--- config.mk ---
export PLATFORM = sky130hd
export DESIGN_NAME = pong_game_ctrl_flat
export DESIGN_NICKNAME = d
export VERILOG_FILES = /design/src/rtl/pong_game_ctrl_pkg.sv /design/src/rtl/pong_game_ctrl_if.sv /design/src/rtl/pong_ball_axis.sv /design/src/rtl/pong_game_ctrl.sv /design/src/flat_wrapper.sv
export SDC_FILE = /design/constraint.sdc
export NUM_CORES = 1
export LEC_CHECK = 0
export BUFFER_PORTS_ARGS = -buffer_cell sky130_fd_sc_hd__buf_2
export CORE_ASPECT_RATIO = 1.1
export CORE_MARGIN = 5
export CORE_UTILIZATION = 55
export CTS_CLUSTER_DIAMETER = 120
export DETAILED_ROUTE_END_ITERATION = 8
export PLACE_DENSITY = 0.75
export SLEW_MARGIN = 5
export SYNTH_ARGS = -nofsm -noshare
export SYNTH_HDL_FRONTEND = slang
export SYNTH_HIERARCHICAL = 1
export SYNTH_SLANG_ARGS = --single-unit
--- constraint.sdc ---
create_clock -name clk_i -period 3.65 [get_ports clk_i]
set_input_delay 0 -clock clk_i [delete_from_list [all_inputs] [get_ports clk_i]]
set_output_delay 0 -clock clk_i [all_outputs]
set_load 0.05 [all_outputs]
--- src/rtl/pong_game_ctrl_pkg.sv ---
// Shared constants, encodings and helpers for the pong game sequencer and its renderer.
package pong_game_ctrl_pkg;

    localparam logic [7:0] XMAX        = 8'd255;
    localparam logic [7:0] YMAX        = 8'd191;
    localparam logic [7:0] PADDLE_H    = 8'd32;
    localparam logic [7:0] SPEED       = 8'd2;
    localparam logic [3:0] WIN_SCORE   = 4'd9;
    localparam logic [7:0] SERVE_TICKS = 8'd60;

    localparam logic [7:0] X_CENTRE = XMAX >> 1;
    localparam logic [7:0] Y_CENTRE = YMAX >> 1;

    typedef enum logic [2:0] {
        ST_IDLE  = 3'd0,
        ST_SERVE = 3'd1,
        ST_PLAY  = 3'd2,
        ST_POINT = 3'd3,
        ST_OVER  = 3'd4
    } state_e;

    typedef enum logic [1:0] {
        WIN_NONE  = 2'd0,
        WIN_LEFT  = 2'd1,
        WIN_RIGHT = 2'd2
    } winner_e;

    // DEC = left / up, INC = right / down
    typedef enum logic {
        DIR_DEC = 1'b0,
        DIR_INC = 1'b1
    } dir_e;

    // Paddle window test done in 9 bits so a window near 255 does not wrap.
    function automatic logic in_window(input logic [7:0] pos, input logic [7:0] y);
        logic [8:0] top;
        logic [8:0] yy;
        top = {1'b0, pos} + {1'b0, PADDLE_H};
        yy  = {1'b0, y};
        return (yy >= {1'b0, pos}) && (yy < top);
    endfunction

    function automatic logic [3:0] sat_inc(input logic [3:0] s);
        return (s >= WIN_SCORE) ? WIN_SCORE : s + 4'd1;
    endfunction

endpackage

--- src/rtl/pong_game_ctrl_if.sv ---
// Player/renderer side of the pong game sequencer: paddle and control inputs, ball/score outputs.
interface pong_game_ctrl_if;
    logic       tick;
    logic       start;
    logic [7:0] p1_pos;
    logic [7:0] p2_pos;
    logic [7:0] ball_x;
    logic [7:0] ball_y;
    logic [3:0] score1;
    logic [3:0] score2;
    logic [2:0] state;
    logic       scored;
    logic [1:0] winner;

    modport master (
        output tick, start, p1_pos, p2_pos,
        input  ball_x, ball_y, score1, score2, state, scored, winner
    );

    modport slave (
        input  tick, start, p1_pos, p2_pos,
        output ball_x, ball_y, score1, score2, state, scored, winner
    );
endinterface

--- src/rtl/pong_ball_axis.sv ---
// One ball axis: proposes the next coordinate and flags when this step reaches an edge.
module pong_ball_axis
    import pong_game_ctrl_pkg::*;
(
    input  logic [7:0] pos_i,
    input  dir_e       dir_i,
    input  logic [7:0] step_i,
    input  logic [7:0] max_i,
    input  logic       tick_i,
    output logic [7:0] next_pos_o,
    output logic       edge_lo_o,
    output logic       edge_hi_o
);

    logic [8:0] sum_s;

    assign sum_s     = {1'b0, pos_i} + {1'b0, step_i};
    assign edge_lo_o = tick_i && (dir_i == DIR_DEC) && (pos_i <= step_i);
    assign edge_hi_o = tick_i && (dir_i == DIR_INC) && (sum_s >= {1'b0, max_i});

    // Edge hits clamp to the boundary; otherwise step in the current direction.
    always_comb begin
        next_pos_o = pos_i;
        if (!tick_i) begin
            next_pos_o = pos_i;
        end else if (edge_hi_o) begin
            next_pos_o = max_i;
        end else if (edge_lo_o) begin
            next_pos_o = 8'd0;
        end else if (dir_i == DIR_INC) begin
            next_pos_o = sum_s[7:0];
        end else begin
            next_pos_o = pos_i - step_i;
        end
    end

endmodule

--- src/rtl/pong_game_ctrl.sv ---
// Pong game sequencer: serve/rally/point/game-over FSM, ball registers, scores and paddle tests.
module pong_game_ctrl
    import pong_game_ctrl_pkg::*;
(
    input  logic           clk_i,
    input  logic           rst_ni,
    pong_game_ctrl_if.slave bus
);

    state_e     state_q,  state_d;
    logic [7:0] x_q,      x_d;
    logic [7:0] y_q,      y_d;
    dir_e       dx_q,     dx_d;
    dir_e       dy_q,     dy_d;
    logic [7:0] cnt_q,    cnt_d;
    logic       tog_q,    tog_d;
    logic [3:0] score1_q, score1_d;
    logic [3:0] score2_q, score2_d;
    winner_e    winner_q, winner_d;
    winner_e    scorer_q, scorer_d;
    logic       scored_q, scored_d;

    logic       play_tick_s;
    logic [7:0] x_next_s, y_next_s;
    logic       x_lo_s, x_hi_s, y_lo_s, y_hi_s;
    logic       p1_hit_s, p2_hit_s;
    logic [3:0] scorer_score_s;

    assign play_tick_s    = (state_q == ST_PLAY) && bus.tick;
    assign p1_hit_s       = in_window(bus.p1_pos, y_q);
    assign p2_hit_s       = in_window(bus.p2_pos, y_q);
    assign scorer_score_s = (scorer_q == WIN_LEFT) ? score1_q : score2_q;

    pong_ball_axis u_axis_x (
        .pos_i      (x_q),
        .dir_i      (dx_q),
        .step_i     (SPEED),
        .max_i      (XMAX),
        .tick_i     (play_tick_s),
        .next_pos_o (x_next_s),
        .edge_lo_o  (x_lo_s),
        .edge_hi_o  (x_hi_s)
    );

    pong_ball_axis u_axis_y (
        .pos_i      (y_q),
        .dir_i      (dy_q),
        .step_i     (SPEED),
        .max_i      (YMAX),
        .tick_i     (play_tick_s),
        .next_pos_o (y_next_s),
        .edge_lo_o  (y_lo_s),
        .edge_hi_o  (y_hi_s)
    );

    // Next-state logic for the game FSM and every datapath register.
    always_comb begin
        state_d  = state_q;
        x_d      = x_q;
        y_d      = y_q;
        dx_d     = dx_q;
        dy_d     = dy_q;
        cnt_d    = cnt_q;
        tog_d    = tog_q;
        score1_d = score1_q;
        score2_d = score2_q;
        winner_d = winner_q;
        scorer_d = scorer_q;
        scored_d = 1'b0;

        case (state_q)
            ST_IDLE, ST_OVER: begin
                if (bus.start) begin
                    score1_d = 4'd0;
                    score2_d = 4'd0;
                    winner_d = WIN_NONE;
                    cnt_d    = 8'd0;
                    x_d      = X_CENTRE;
                    y_d      = Y_CENTRE;
                    state_d  = ST_SERVE;
                end else begin
                    state_d = state_q;
                end
            end
            ST_SERVE: begin
                if (bus.tick) begin
                    if (cnt_q == SERVE_TICKS - 8'd1) begin
                        cnt_d   = 8'd0;
                        state_d = ST_PLAY;
                    end else begin
                        cnt_d = cnt_q + 8'd1;
                    end
                end else begin
                    cnt_d = cnt_q;
                end
            end
            ST_PLAY: begin
                if (bus.tick) begin
                    y_d = y_next_s;
                    if (y_hi_s) begin
                        dy_d = DIR_DEC;
                    end else if (y_lo_s) begin
                        dy_d = DIR_INC;
                    end else begin
                        dy_d = dy_q;
                    end
                    // A miss leaves x where it was; the ball is recentred on leaving POINT.
                    if (x_lo_s) begin
                        if (p1_hit_s) begin
                            x_d  = x_next_s;
                            dx_d = DIR_INC;
                        end else begin
                            state_d  = ST_POINT;
                            scored_d = 1'b1;
                            scorer_d = WIN_RIGHT;
                            score2_d = sat_inc(score2_q);
                        end
                    end else if (x_hi_s) begin
                        if (p2_hit_s) begin
                            x_d  = x_next_s;
                            dx_d = DIR_DEC;
                        end else begin
                            state_d  = ST_POINT;
                            scored_d = 1'b1;
                            scorer_d = WIN_LEFT;
                            score1_d = sat_inc(score1_q);
                        end
                    end else begin
                        x_d = x_next_s;
                    end
                end else begin
                    state_d = state_q;
                end
            end
            ST_POINT: begin
                x_d = X_CENTRE;
                y_d = Y_CENTRE;
                if (scorer_score_s == WIN_SCORE) begin
                    winner_d = scorer_q;
                    state_d  = ST_OVER;
                end else begin
                    dx_d    = (scorer_q == WIN_LEFT) ? DIR_INC : DIR_DEC;
                    dy_d    = dir_e'(tog_q);
                    tog_d   = ~tog_q;
                    cnt_d   = 8'd0;
                    state_d = ST_SERVE;
                end
            end
            default: begin
                state_d = ST_IDLE;
            end
        endcase
    end

    // State and datapath registers with synchronous active-low reset.
    always_ff @(posedge clk_i) begin
        if (!rst_ni) begin
            state_q  <= ST_IDLE;
            x_q      <= X_CENTRE;
            y_q      <= Y_CENTRE;
            dx_q     <= DIR_INC;
            dy_q     <= DIR_INC;
            cnt_q    <= 8'd0;
            tog_q    <= 1'b0;
            score1_q <= 4'd0;
            score2_q <= 4'd0;
            winner_q <= WIN_NONE;
            scorer_q <= WIN_NONE;
            scored_q <= 1'b0;
        end else begin
            state_q  <= state_d;
            x_q      <= x_d;
            y_q      <= y_d;
            dx_q     <= dx_d;
            dy_q     <= dy_d;
            cnt_q    <= cnt_d;
            tog_q    <= tog_d;
            score1_q <= score1_d;
            score2_q <= score2_d;
            winner_q <= winner_d;
            scorer_q <= scorer_d;
            scored_q <= scored_d;
        end
    end

    assign bus.ball_x = x_q;
    assign bus.ball_y = y_q;
    assign bus.score1 = score1_q;
    assign bus.score2 = score2_q;
    assign bus.state  = state_q;
    assign bus.scored = scored_q;
    assign bus.winner = winner_q;

endmodule

--- src/flat_wrapper.sv ---
// flat-port wrapper written by rule: the top's interface ports become plain ports
module pong_game_ctrl_flat import pong_game_ctrl_pkg::*;
  (clk_i, rst_ni, bus_tick, bus_start, bus_p1_pos, bus_p2_pos, bus_ball_x, bus_ball_y, bus_score1, bus_score2, bus_state, bus_scored, bus_winner);
  pong_game_ctrl_if bus_i ();
  input  logic clk_i;
  input  logic rst_ni;
  input wire logic [$bits(bus_i.tick)-1:0] bus_tick;
  input wire logic [$bits(bus_i.start)-1:0] bus_start;
  input wire logic [$bits(bus_i.p1_pos)-1:0] bus_p1_pos;
  input wire logic [$bits(bus_i.p2_pos)-1:0] bus_p2_pos;
  output wire logic [$bits(bus_i.ball_x)-1:0] bus_ball_x;
  output wire logic [$bits(bus_i.ball_y)-1:0] bus_ball_y;
  output wire logic [$bits(bus_i.score1)-1:0] bus_score1;
  output wire logic [$bits(bus_i.score2)-1:0] bus_score2;
  output wire logic [$bits(bus_i.state)-1:0] bus_state;
  output wire logic [$bits(bus_i.scored)-1:0] bus_scored;
  output wire logic [$bits(bus_i.winner)-1:0] bus_winner;
  assign bus_i.tick = bus_tick;
  assign bus_i.start = bus_start;
  assign bus_i.p1_pos = bus_p1_pos;
  assign bus_i.p2_pos = bus_p2_pos;
  assign bus_ball_x = bus_i.ball_x;
  assign bus_ball_y = bus_i.ball_y;
  assign bus_score1 = bus_i.score1;
  assign bus_score2 = bus_i.score2;
  assign bus_state = bus_i.state;
  assign bus_scored = bus_i.scored;
  assign bus_winner = bus_i.winner;
  pong_game_ctrl u_core (.clk_i(clk_i), .rst_ni(rst_ni), .bus(bus_i));
endmodule
==> flow_summary.yaml <==
timing:
  slew_viol_final: 0
  period_share_pct: 96.4
  tightestPinTransition_ps: 658
  final_hold_viol_count: 0
  fin_worst_skew_ps: 13.6
  maxSlewHeadroom_pct: 56.1
  setup_viol: 0
  period_minus_slack_ps: 3520
  fmax_mhz: 284
  worst_slack_ps: 130
yosys:
  ys.flop_type: "dfxtp_1"
  ys_ff_latch: 43
  syn-cell-area_um2: 5090
  netlist_instances: 648
  synthArstFlopShare_pct: 0
  yosysUniqueCellTypes: 79
  seq_area_frac_synth_pct: 16.9
  avgSynthCellArea_um2: 7.85
  synth_warnings: 6
  synth_edf_count: 0
critical_path:
  startpoint_type: "register"
  crit_start: "u_core/bus.ball_x[2]"
  cp-endpoint: "u_core/bus.ball_x[7]"
  worst-path-max-fanout: 8
  r2r_start: "u_core/bus.ball_x[2]"
  required_ps: 3860
  crit_arrival_ps: 3730
  reg2reg_slack_ps: 130
  r2r_end: "u_core/bus.ball_x[7]"
  worstSetupPathType: "reg -> reg"
  ff2ff_path_depth: 14
  end_kind: "register"
layout:
  fin_cells: 898
  drive_gt1_share_pct: 17.1
  num_antenna_cells: 0
  area_growth_pct: 20.4
  fin_nets: 886
  final_cell_mix: "inv_1 (93), ha_1 (78), conb_1 (64)"
  layout_commonest_cell: "inv_1"
route:
  drt-vias-per-instance: 5.70
  routed_wl_mm: 13.6
  vias: 5123
  drt_iter0_drc: 339
  first_pass_iters: 7
  drc: 0
  post_drt_wl_per_cell_um: 15.2
  ant_nets: 0
die:
  fp.dieW_um: 102
  die_h_um: 111
  core-area_um2: 8960
  die_area_um2: 11300
  ios: 50
  placementRows: 36
  start_util_pct: 56.8
global_routing:
  track_usage_pct: 23.4
  globalRouteOverflowTotal: 0
  grt_pass1_vias: 4907
  antenna_found_initial: 0
  grt_max_degree: 34
  grt_pass1_wl_mm: 22.2
cts:
  cts-hold-fix-buffers: 0
  root_buffer: "clkbuf_8"
  clk_latency_ps: 310
  cts_inserted_buffers: 5
  clk_path_buf_depth: 2
  htree_num_levels: 2
  numClockSinks: 43
  cts_tree: "built"
  cts.reportedPaths.clkPinSlew_ps: 100
placement:
  pre_cts_ws_ps: -95.7
  dp_hpwl_mm: 10.3
  routabilityCongestion: 0.929
  portBuffers: 49
  dpl.cell_count: 880
power_and_ir_drop:
  power.leakage_uw: 0.00298
  power_density_nw_per_um2: 290
  ir_drop_v: 0.000289
run_status:
  status: "completed"
min_path:
  hold_class: "in -> reg"
job:
  cap_violations: 0
==> timing repair <==
item / 4_1_cts / 5_1_grt
gates resized for setup: 3 / 17
gates cloned: 1 / 0
buffers inserted: 2 / 7
endpoints found under the setup margin: 8 / 21
pin swaps: 2 / 13
==> final cells by class <==
class                           count  area (um2)
Clock buffer                        5        68.8
Clock inverter                      3        43.8
Fill cell                         773        2840
Inverter                           95         357
Multi-Input combinational cell    555        4140
Sequential cell                    43         872
Tap cell                          114         143
Timing Repair Buffer               83         500
==> where the power goes <==
part / switching [uW] / internal, uW
clock network: 184 / 204
logic: 518 / 323
registers: 55.3 / 490
==> logic make-up (layout without fill, tap and decap cells) <==
family / after synthesis / after routing / synth area share, %
muxes: 7 / 7 / 1.40
buffers and inverters: 113 / 186 / 8.88
AOI/OAI and AO/OA: 178 / 179 / 27.0
DFF: 43 / 43 / 16.9
adders and majority gates: 83 / 83 / 21.0
and+or+nand+nor: 188 / 188 / 18.8
xor gates and xnor gates: 34 / 34 / 5.85
other: 2 / 64 / 0.148
==> registers in the layout, indices dropped and copies added (netlist names) <==
| name | cells |
|---|---|
| u_core/scorer_q | 2 |
| u_core/cnt_q | 8 |
| u_core/bus.scored | 1 |
| u_core/bus.ball_x | 8 |
| u_core/dy_q | 1 |
| u_core/bus.score2 | 4 |
| u_core/bus.state | 3 |
| u_core/bus.winner | 2 |
| u_core/dx_q | 1 |
| u_core/bus.score1 | 4 |
| u_core/tog_q | 1 |
| u_core/bus.ball_y | 8 |
==> worst max-delay path: stages, from the launching register on <==
cell and delay, ps:
dfxtp_4 390, ha_1 260, buf_4 180, a221oi_4 330, o22ai_2 150, xor2_1 170, ha_1 320, and3_1 200
o2111ai_1 90, o211ai_1 150, nor2_1 220, nor2_4 90, a22oi_1 320, o21ai_2 210, a32o_1 320
==> synthesized netlist by cell type, types with 4 or more instances <==
master,instances,share of area [%]
o22ai_1,6,0.74
and3_1,5,0.61
o21ai_0,26,2.6
xnor2_1,21,3.6
nor2b_1,21,2.6
a211oi_1,7,1.0
a21o_1,11,1.6
nand2b_1,6,0.74
buf_2,4,0.39
a21oi_1,38,3.7
o21a_1,4,0.59
dfxtp_1,43,17
a22o_1,6,1.0
mux2i_1,6,1.2
inv_1,93,6.9
nor3_1,15,1.5
nand3b_1,7,1.0
fa_1,4,1.6
a31oi_1,8,0.98
nand4_1,5,0.61
clkbuf_1,10,0.74
a32oi_1,8,1.4
o2111ai_1,4,0.69
o31ai_1,7,1.0
nand3_1,17,1.7
nor2_1,50,3.7
xor2_1,13,2.2
a221o_1,11,2.2
nand2_1,40,3.0
ha_1,79,19
o221ai_1,4,0.69
==> metal layers <==
layer	track usage [%]	part of all wire (%)	wire [um]	vias up
met5	0	0	0	-
li1	-	-	-	2520
met4	7.36	3.1	416	0
met2	40.9	49	6720	202
met1	29.1	42	5710	2359
met3	3.15	5.7	778	42
==> per-stage QoR <==
| stage | power [uW] | hold slack [ps] | util (%) | TNS, ps | instance area (um2) |
|---|---|---|---|---|---|
| finish | 1780 | 183 | 68.3 | 0 | 6130 |
| global placement | 1300 | 461 | 64.9 | 0 | 5820 |
| floorplan | 1140 | 158 | - | 0 | 5340 |
| CTS | 1710 | 174 | 66.7 | 0 | 5980 |
| global route | 1880 | 180 | 68.3 | -95.5 | 6130 |
| detailed placement | 1310 | 468 | 64.9 | -207 | 5820 |
==> worst min-delay path by stage <==
stage,startpoint,to,slack [ps],cells after the start
6_report,bus_tick,u_core/bus.scored,180,3
3_5_place_dp,u_core/cnt_q[1],u_core/cnt_q[1],470,2
4_1_cts,bus_tick,u_core/bus.scored,170,3
2_1_floorplan,rst_ni,u_core/bus.score1[3],160,2
3_3_place_gp,u_core/cnt_q[1],u_core/cnt_q[1],460,2
5_1_grt,bus_tick,u_core/bus.scored,180,3
Power figures use the tool's default switching activity.
